File: config.mk
export PLATFORM = sky130hd
export DESIGN_NAME = imem_bridge_flat
export DESIGN_NICKNAME = d
export VERILOG_FILES = /design/src/rtl/imem_bridge_pkg.sv /design/src/rtl/imem_bridge_if.sv /design/src/rtl/imem_bridge_timeout.sv /design/src/rtl/imem_bridge.sv /design/src/flat_wrapper.sv
export SDC_FILE = /design/constraint.sdc
export NUM_CORES = 1
export LEC_CHECK = 0
export CORE_MARGIN = 2
export CORE_UTILIZATION = 30
export CTS_CLUSTER_DIAMETER = 30
export DETAILED_ROUTE_END_ITERATION = 6
export GPL_ROUTABILITY_DRIVEN = 0
export HOLD_SLACK_MARGIN = 0.03
export MAX_ROUTING_LAYER = met4
export PLACE_DENSITY = 0.71
export SLEW_MARGIN = 20
export SYNTH_ARGS = -nofsm -noshare
export SYNTH_HDL_FRONTEND = slang
export SYNTH_SLANG_ARGS = --single-unit
File: constraint.sdc
create_clock -name clk -period 7.8 [get_ports clk]
set_input_delay 2.34 -clock clk [delete_from_list [all_inputs] [get_ports clk]]
set_output_delay 2.34 -clock clk [all_outputs]
set_load 0.01 [all_outputs]
File: src/rtl/imem_bridge_pkg.sv
// Shared types and constants for the instruction-memory bridge.
package imem_bridge_pkg;

   typedef enum logic [1:0] {
      IDLE = 2'd0,
      REQ  = 2'd1,
      RESP = 2'd2
   } imem_state_t;

   // addi x0,x0,0
   localparam logic [31:0] NOP_INSTR_DEFAULT = 32'h0000_0013;

endpackage

File: src/rtl/imem_bridge_if.sv
// Ready/valid request/response bus between the fetch bridge and the i-mem interconnect.
interface imem_bridge_if #(
   parameter int ADDR_W = 32,
   parameter int DATA_W = 32
);
   logic              req_valid;
   logic [ADDR_W-1:0] req_addr;
   logic              req_ready;
   logic              rsp_valid;
   logic [DATA_W-1:0] rsp_data;
   logic              rsp_err;

   modport master (
      output req_valid, req_addr,
      input  req_ready, rsp_valid, rsp_data, rsp_err
   );

   modport slave (
      input  req_valid, req_addr,
      output req_ready, rsp_valid, rsp_data, rsp_err
   );
endinterface

File: src/rtl/imem_bridge_timeout.sv
// imem_timeout: saturating cycle counter with synchronous clear, enable and a hit flag
// at MAX. Used by imem_bridge only when IMEM_FAULT_EN is defined.
module imem_timeout #(
   parameter int MAX = 255
) (
   input  logic clk,
   input  logic rst,
   input  logic clr,
   input  logic en,
   output logic hit
);
   localparam int TMO_W = $clog2(MAX + 1);

   logic [TMO_W-1:0] cnt_r;

   // Count enabled cycles, holding at MAX; clear takes priority.
   always_ff @(posedge clk or posedge rst) begin
      if (rst) begin
         cnt_r <= {TMO_W{1'b0}};
      end else if (clr) begin
         cnt_r <= {TMO_W{1'b0}};
      end else if (en && (cnt_r != TMO_W'(MAX))) begin
         cnt_r <= cnt_r + TMO_W'(1);
      end else begin
         cnt_r <= cnt_r;
      end
   end

   assign hit = (cnt_r == TMO_W'(MAX));
endmodule

File: src/rtl/imem_bridge.sv
// Instruction-memory bridge: one ready/valid fetch in flight, registered result for PC_e.
// Optional IMEM_FAULT_EN adds response-error and timeout faults.
module imem_bridge
   import imem_bridge_pkg::*;
#(
   parameter int                ADDR_W         = 32,
   parameter int                DATA_W         = 32,
   parameter logic [DATA_W-1:0] NOP_INSTR      = DATA_W'(NOP_INSTR_DEFAULT),
   parameter int                TIMEOUT_CYCLES = 255
) (
   input  logic              clk,
   input  logic              rst,
   input  logic [ADDR_W-1:0] pc_f,
   output logic              fetch_stall,
   output logic [DATA_W-1:0] instr,
   output logic              instr_valid,
   output logic              fault,
   output logic [ADDR_W-1:0] fault_addr,
   imem_bridge_if.master     bus
);
   imem_state_t       state_r;
   imem_state_t       next_s;
   logic [ADDR_W-1:0] addr_r;
   logic              req_valid_s;
   logic [ADDR_W-1:0] req_addr_s;
   logic              stall_s;
   logic              take_s;
   logic              fault_s;
   logic              err_s;
   logic              tmo_hit_s;

`ifdef IMEM_FAULT_EN
   assign err_s = bus.rsp_err;

   imem_timeout #(
      .MAX (TIMEOUT_CYCLES)
   ) u_timeout (
      .clk (clk),
      .rst (rst),
      .clr ((state_r != RESP) && (next_s == RESP)),
      .en  (state_r == RESP),
      .hit (tmo_hit_s)
   );
`else
   logic unused_s;
   assign err_s     = 1'b0;
   assign tmo_hit_s = 1'b0;
   assign unused_s  = bus.rsp_err ^ (TIMEOUT_CYCLES == 0);
`endif

   // Next-state and bus/stall decode; a response beats a simultaneous timeout.
   always_comb begin
      next_s      = state_r;
      req_valid_s = 1'b0;
      req_addr_s  = addr_r;
      stall_s     = 1'b1;
      take_s      = 1'b0;
      fault_s     = 1'b0;
      case (state_r)
         IDLE: begin
            req_valid_s = 1'b1;
            req_addr_s  = pc_f;
            if (bus.req_ready) next_s = RESP;
            else               next_s = REQ;
         end
         REQ: begin
            req_valid_s = 1'b1;
            if (bus.req_ready) next_s = RESP;
            else               next_s = REQ;
         end
         RESP: begin
            if (bus.rsp_valid) begin
               stall_s = 1'b0;
               take_s  = 1'b1;
               fault_s = err_s;
               next_s  = IDLE;
            end else if (tmo_hit_s) begin
               stall_s = 1'b0;
               take_s  = 1'b1;
               fault_s = 1'b1;
               next_s  = IDLE;
            end else begin
               next_s = RESP;
            end
         end
         default: begin
            next_s = IDLE;
         end
      endcase
   end

   assign bus.req_valid = req_valid_s & ~rst;
   assign bus.req_addr  = req_addr_s;
   assign fetch_stall   = stall_s | rst;

   // State register and address capture; the address tracks pc_f only while idle.
   always_ff @(posedge clk or posedge rst) begin
      if (rst) begin
         state_r <= IDLE;
         addr_r  <= {ADDR_W{1'b0}};
      end else begin
         state_r <= next_s;
         addr_r  <= (state_r == IDLE) ? pc_f : addr_r;
      end
   end

   // Instruction register, valid pulse and fault reporting.
   always_ff @(posedge clk or posedge rst) begin
      if (rst) begin
         instr       <= NOP_INSTR;
         instr_valid <= 1'b0;
         fault       <= 1'b0;
         fault_addr  <= {ADDR_W{1'b0}};
      end else begin
         instr       <= take_s ? (fault_s ? NOP_INSTR : bus.rsp_data) : instr;
         instr_valid <= take_s;
         fault       <= fault_s;
         fault_addr  <= fault_s ? addr_r : fault_addr;
      end
   end
endmodule
File: src/flat_wrapper.sv
// flat-port wrapper written by rule: the top's interface ports become plain ports
module imem_bridge_flat import imem_bridge_pkg::*;
#(
   parameter int                ADDR_W         = 32,
   parameter int                DATA_W         = 32,
   parameter logic [DATA_W-1:0] NOP_INSTR      = DATA_W'(NOP_INSTR_DEFAULT),
   parameter int                TIMEOUT_CYCLES = 255
)
  (clk, rst, pc_f, fetch_stall, instr, instr_valid, fault, fault_addr, bus_req_valid, bus_req_addr, bus_req_ready, bus_rsp_valid, bus_rsp_data, bus_rsp_err);
  imem_bridge_if #(.ADDR_W(ADDR_W), .DATA_W(DATA_W)) bus_i ();
  input  logic clk;
  input  logic rst;
  input  logic [ADDR_W-1:0] pc_f;
  output logic fetch_stall;
  output logic [DATA_W-1:0] instr;
  output logic instr_valid;
  output logic fault;
  output logic [ADDR_W-1:0] fault_addr;
  output wire logic [$bits(bus_i.req_valid)-1:0] bus_req_valid;
  output wire logic [$bits(bus_i.req_addr)-1:0] bus_req_addr;
  input wire logic [$bits(bus_i.req_ready)-1:0] bus_req_ready;
  input wire logic [$bits(bus_i.rsp_valid)-1:0] bus_rsp_valid;
  input wire logic [$bits(bus_i.rsp_data)-1:0] bus_rsp_data;
  input wire logic [$bits(bus_i.rsp_err)-1:0] bus_rsp_err;
  assign bus_req_valid = bus_i.req_valid;
  assign bus_req_addr = bus_i.req_addr;
  assign bus_i.req_ready = bus_req_ready;
  assign bus_i.rsp_valid = bus_rsp_valid;
  assign bus_i.rsp_data = bus_rsp_data;
  assign bus_i.rsp_err = bus_rsp_err;
  imem_bridge #(.ADDR_W(ADDR_W), .DATA_W(DATA_W), .NOP_INSTR(NOP_INSTR), .TIMEOUT_CYCLES(TIMEOUT_CYCLES)) u_core (.clk(clk), .rst(rst), .pc_f(pc_f), .fetch_stall(fetch_stall), .instr(instr), .instr_valid(instr_valid), .fault(fault), .fault_addr(fault_addr), .bus(bus_i));
endmodule
# Word level (Yosys, flattened, before mapping)
# Index checks and enable logic that the tools add are counted.
[totals]
output_inout_bits = 100
in_bits = 69
reg_bits = 67
word_cells = 20
[classes]
n_reduce_logical = 2
eq_ne = 2
n_bitwise = 3
n_mux = 9
[ops]
columns = ["cell", "count"]
rows = [
  ["32-bit two-way mux", 1],
  ["1-bit two-way mux", 5],
  ["2-bit two-way mux", 2],
  ["2-bit case mux with 2 select lines", 1],
  ["2-bit by 1-bit equality test with 1-bit output (second input constant)", 1],
  ["2-bit equality test (second input constant)", 1],
  ["2-bit logical NOT", 1],
  ["2-bit OR reduction", 1],
  ["1-bit AND", 1],
  ["1-bit NOT", 1],
  ["1-bit OR", 1],
]

# Depth between registers and ports, before layout
[logic_depth]
depth_word = 4
ltp_mapped = 3

# Worst setup path before layout
# OpenSTA, ideal clock, no wires.
[synth_path]
kind = "input-to-output"
from = "input port rst"
to = "output port fetch_stall"
setup_slack_ns = 1.443
t_arrival_ns = 4.017
stages = 2
cell_sequence = "inv_1 > nand2b_1"
[synth_via]
elab_chain_cells = 1
[synth_lines]
columns = ["element", "line_no", "source"]
rows = [
  ["start: declaration", "flat_wrapper.sv:12", "input logic rst;"],
  ["1-bit OR", "imem_bridge.sv:94", "assign fetch_stall = stall_s | rst;"],
  ["end: declaration", "flat_wrapper.sv:14", "output logic fetch_stall;"],
]
# Every way passes these cells.

# Final worst setup path
[layout_path]
from = "input port bus_rsp_valid"
to = "output port fetch_stall"
[layout_via]
elab_chain_cells = 3
[layout_lines]
columns = ["element", "line_no", "source"]
rows = [
  ["start: declaration", "flat_wrapper.sv:22", "input wire logic [$bits(bus_i.rsp_valid)-1:0] bus_rsp_valid;"],
  ["1-bit two-way mux", "imem_bridge.sv:72", "if (bus.rsp_valid) begin"],
  ["1-bit two-way mux", "imem_bridge.sv:59", "case (state_r)"],
  ["1-bit OR", "imem_bridge.sv:94", ""],
]
# Every way passes these cells.

==> results_dict.tcl <==
set metrics [dict create \
    status "completed" \
    post-cts-setup-buffers 0 \
    root_buffer "clkbuf_8" \
    ys_types 10 \
    cp-start-kind "input pin" \
    grt.total_usage_pct 12.9 \
    synth-edff-count 0 \
    dp_slack_ns 1.47 \
    drv_slew 0 \
    grt_max_degree 68 \
    drv_cap 0 \
    finalInstanceArea_mm2 0.00427 \
    crit_path_max_fanout 34 \
    yosysMostFrequentCell "mux2_2" \
    syn-cell-area_mm2 0.00275 \
    tns_ns 0 \
    grt.overflow.total 0 \
    critPathKind "input pin to output pin" \
    fin_crit_ns 6.30 \
    final_antenna_net_count 0 \
    cts_buffer_depth 2 \
    cp-end-kind "output pin" \
    nets 389 \
    netlist_instances 180 \
    final.period_utilization_pct 80.7 \
    peakVddDrop_v 0.000142 \
    grt_pass1_wl_mm 9.65 \
    cts_resized 0 \
    power_mw 1.15 \
    firstDrtPassIters 2 \
    fmax_ghz 0.159 \
    numPortBuffers 134 \
    h-tree-depth 3 \
    core_mm2 0.00881 \
    antenna_cells 0 \
    hold_path_class "flip-flop to flip-flop" \
    placed_area_mm2 0.00408 \
    synth_ff_type "dfrtp_1" \
    synthDominantCellAreaShare_pct 58.2 \
    cts_tree "done" \
    yosys.area.top_type "dfrtp_1" \
    synth_area_per_cell_um2 15.3 \
    die-height_um 99.8 \
    insertion_delay_ns 0.33 \
    via_count 1823 \
    cp_data_required_time_ns 5.46 \
    wl_per_cell_um 14.0 \
    ff2ff_path_depth 2 \
    async_reset_ff_share_pct 100 \
    synth_area_leaders "dfrtp_1, mux2_2, buf_4" \
    place_inst 417 \
    stdcell_count 433 \
    power.density_mw_per_mm2 270 \
    grt_pass1_vias 1905 \
    multiInputGateArea_um2 896 \
    fillers 819 \
    drive_above_1_share_pct 26.5 \
    antenna_found_initial 0 \
    worst_pin_slew_ns 0.904 \
    die_area_mm2 0.00996 \
    ys_seq_area_share_pct 61.0 \
    ys_ff_latch 67 \
    ios 169 \
    start_util_pct 31.3 \
    fin_skew_ns 0.00695 \
    whs_path_depth 1 \
    holdBufCountCts 0 \
    rsz0062_at_grt "false" \
    syn_to_final_growth_pct 55.2 \
    synthTopCellsByCount "mux2_2, dfrtp_1, buf_4" \
    slew_headroom_pct 39.6 \
    seq_area_mm2 0.00168 \
    setup_violations 0 \
    clk_pin_slew_ns 0.06 \
    hold_violations 0 \
    drt-initial-drc-count 25 \
    dp_hpwl_mm 4.31 \
    rows 34 \
    vias_per_cell 4.21 \
    setup_slack_ns 1.50 \
    clock_sink_count 67 \
    cts_buffers 9 \
    p_leak_nw 1.82 \
    routed_wl_mm 6.07 \
    drc 0 \
    fp.dieW_um 99.8 \
    synth_warnings 0 \
    arrival_ns 3.96 \
]
## report_power, final
group,total (mW),switching (mW),internal (mW)
clock,0.290,0.124,0.165
sequential,0.470,0.0334,0.437
combinational,0.394,0.145,0.248
total,1.15,0.303,0.850
## final timing paths
kind                                        startpoint                           to  slack (ns)
min                         u_core.addr_r[6]$_DFF_PP0_   u_core.addr_r[6]$_DFF_PP0_        0.50
min in group asynchronous                          rst  u_core.state_r[0]$_DFF_PP0_        2.64
min reg2reg                 u_core.addr_r[6]$_DFF_PP0_   u_core.addr_r[6]$_DFF_PP0_        0.50
max in group asynchronous                          rst  u_core.addr_r[24]$_DFF_PP0_        4.61
max reg2reg                u_core.state_r[1]$_DFF_PP0_  u_core.addr_r[28]$_DFF_PP0_        6.06
max                                      bus_rsp_valid                  fetch_stall        1.50
## stage by stage
step / hold slack (ns) / util, %
final: 0.496 / 48.5
after global routing: 0.510 / 48.5
after CTS: 0.503 / 48.5
after detailed placement: 0.484 / 46.3
after global placement: 0.479 / 46.3
after floorplan: 0.485 / -
## critical path: stages
cell,delay (ns)
clkdlybuf4s50_1,0.43
nand3b_2,0.09
buf_4,0.38
nand2b_1,0.17
clkdlybuf4s50_1,0.55
## routing by layer
metal | GRT usage (%) | up-vias | share of wire [%] | routed length [um]
met4 | 4.11 | 0 | 1.3 | 79
li1 | - | 817 | - | -
met3 | 5.01 | 8 | 8.7 | 531
met5 | - | - | 0 | 0
met2 | 20.3 | 95 | 48 | 2940
met1 | 15.5 | 903 | 41 | 2520
## cell usage in the layout, fill, tap and decap left out
master,instances
bufinv_16,1
nand2b_1,1
inv_1,1
dfrtp_1,64
nand3b_2,1
clkdlybuf4s50_1,134
clkbuf_1,3
inv_2,1
buf_4,2
conb_1,33
dfstp_2,3
nor2_4,1
clkinv_2,1
nor2_1,3
mux2_2,65
clkbuf_8,11
## kinds of logic (layout without fill, tap and decap cells)
kind of cell,after synthesis,after routing,synth area share (%)
mux,65,65,26.6
other cells,1,33,0.136
flops,67,67,61.0
buf+inv,41,154,11.0
simple gates,6,6,1.18
## state kept, by name (all words and copies together), names as in the netlist
signal              count
u_core.addr_r          32
u_core.instr           32
u_core.state_r          2
u_core.instr_valid      1
## cell type report
type                       instances  share of cell area (%)
sequential                        67                    39.3
timing repair buffer             136                    31.7
multi-input combinational        104                    21.0
clock buffer                      14                    3.81
tap                              108                    3.16
clock inverter                     2                   0.820
inverter                           2                   0.176
Power figures use the tool's default switching activity.
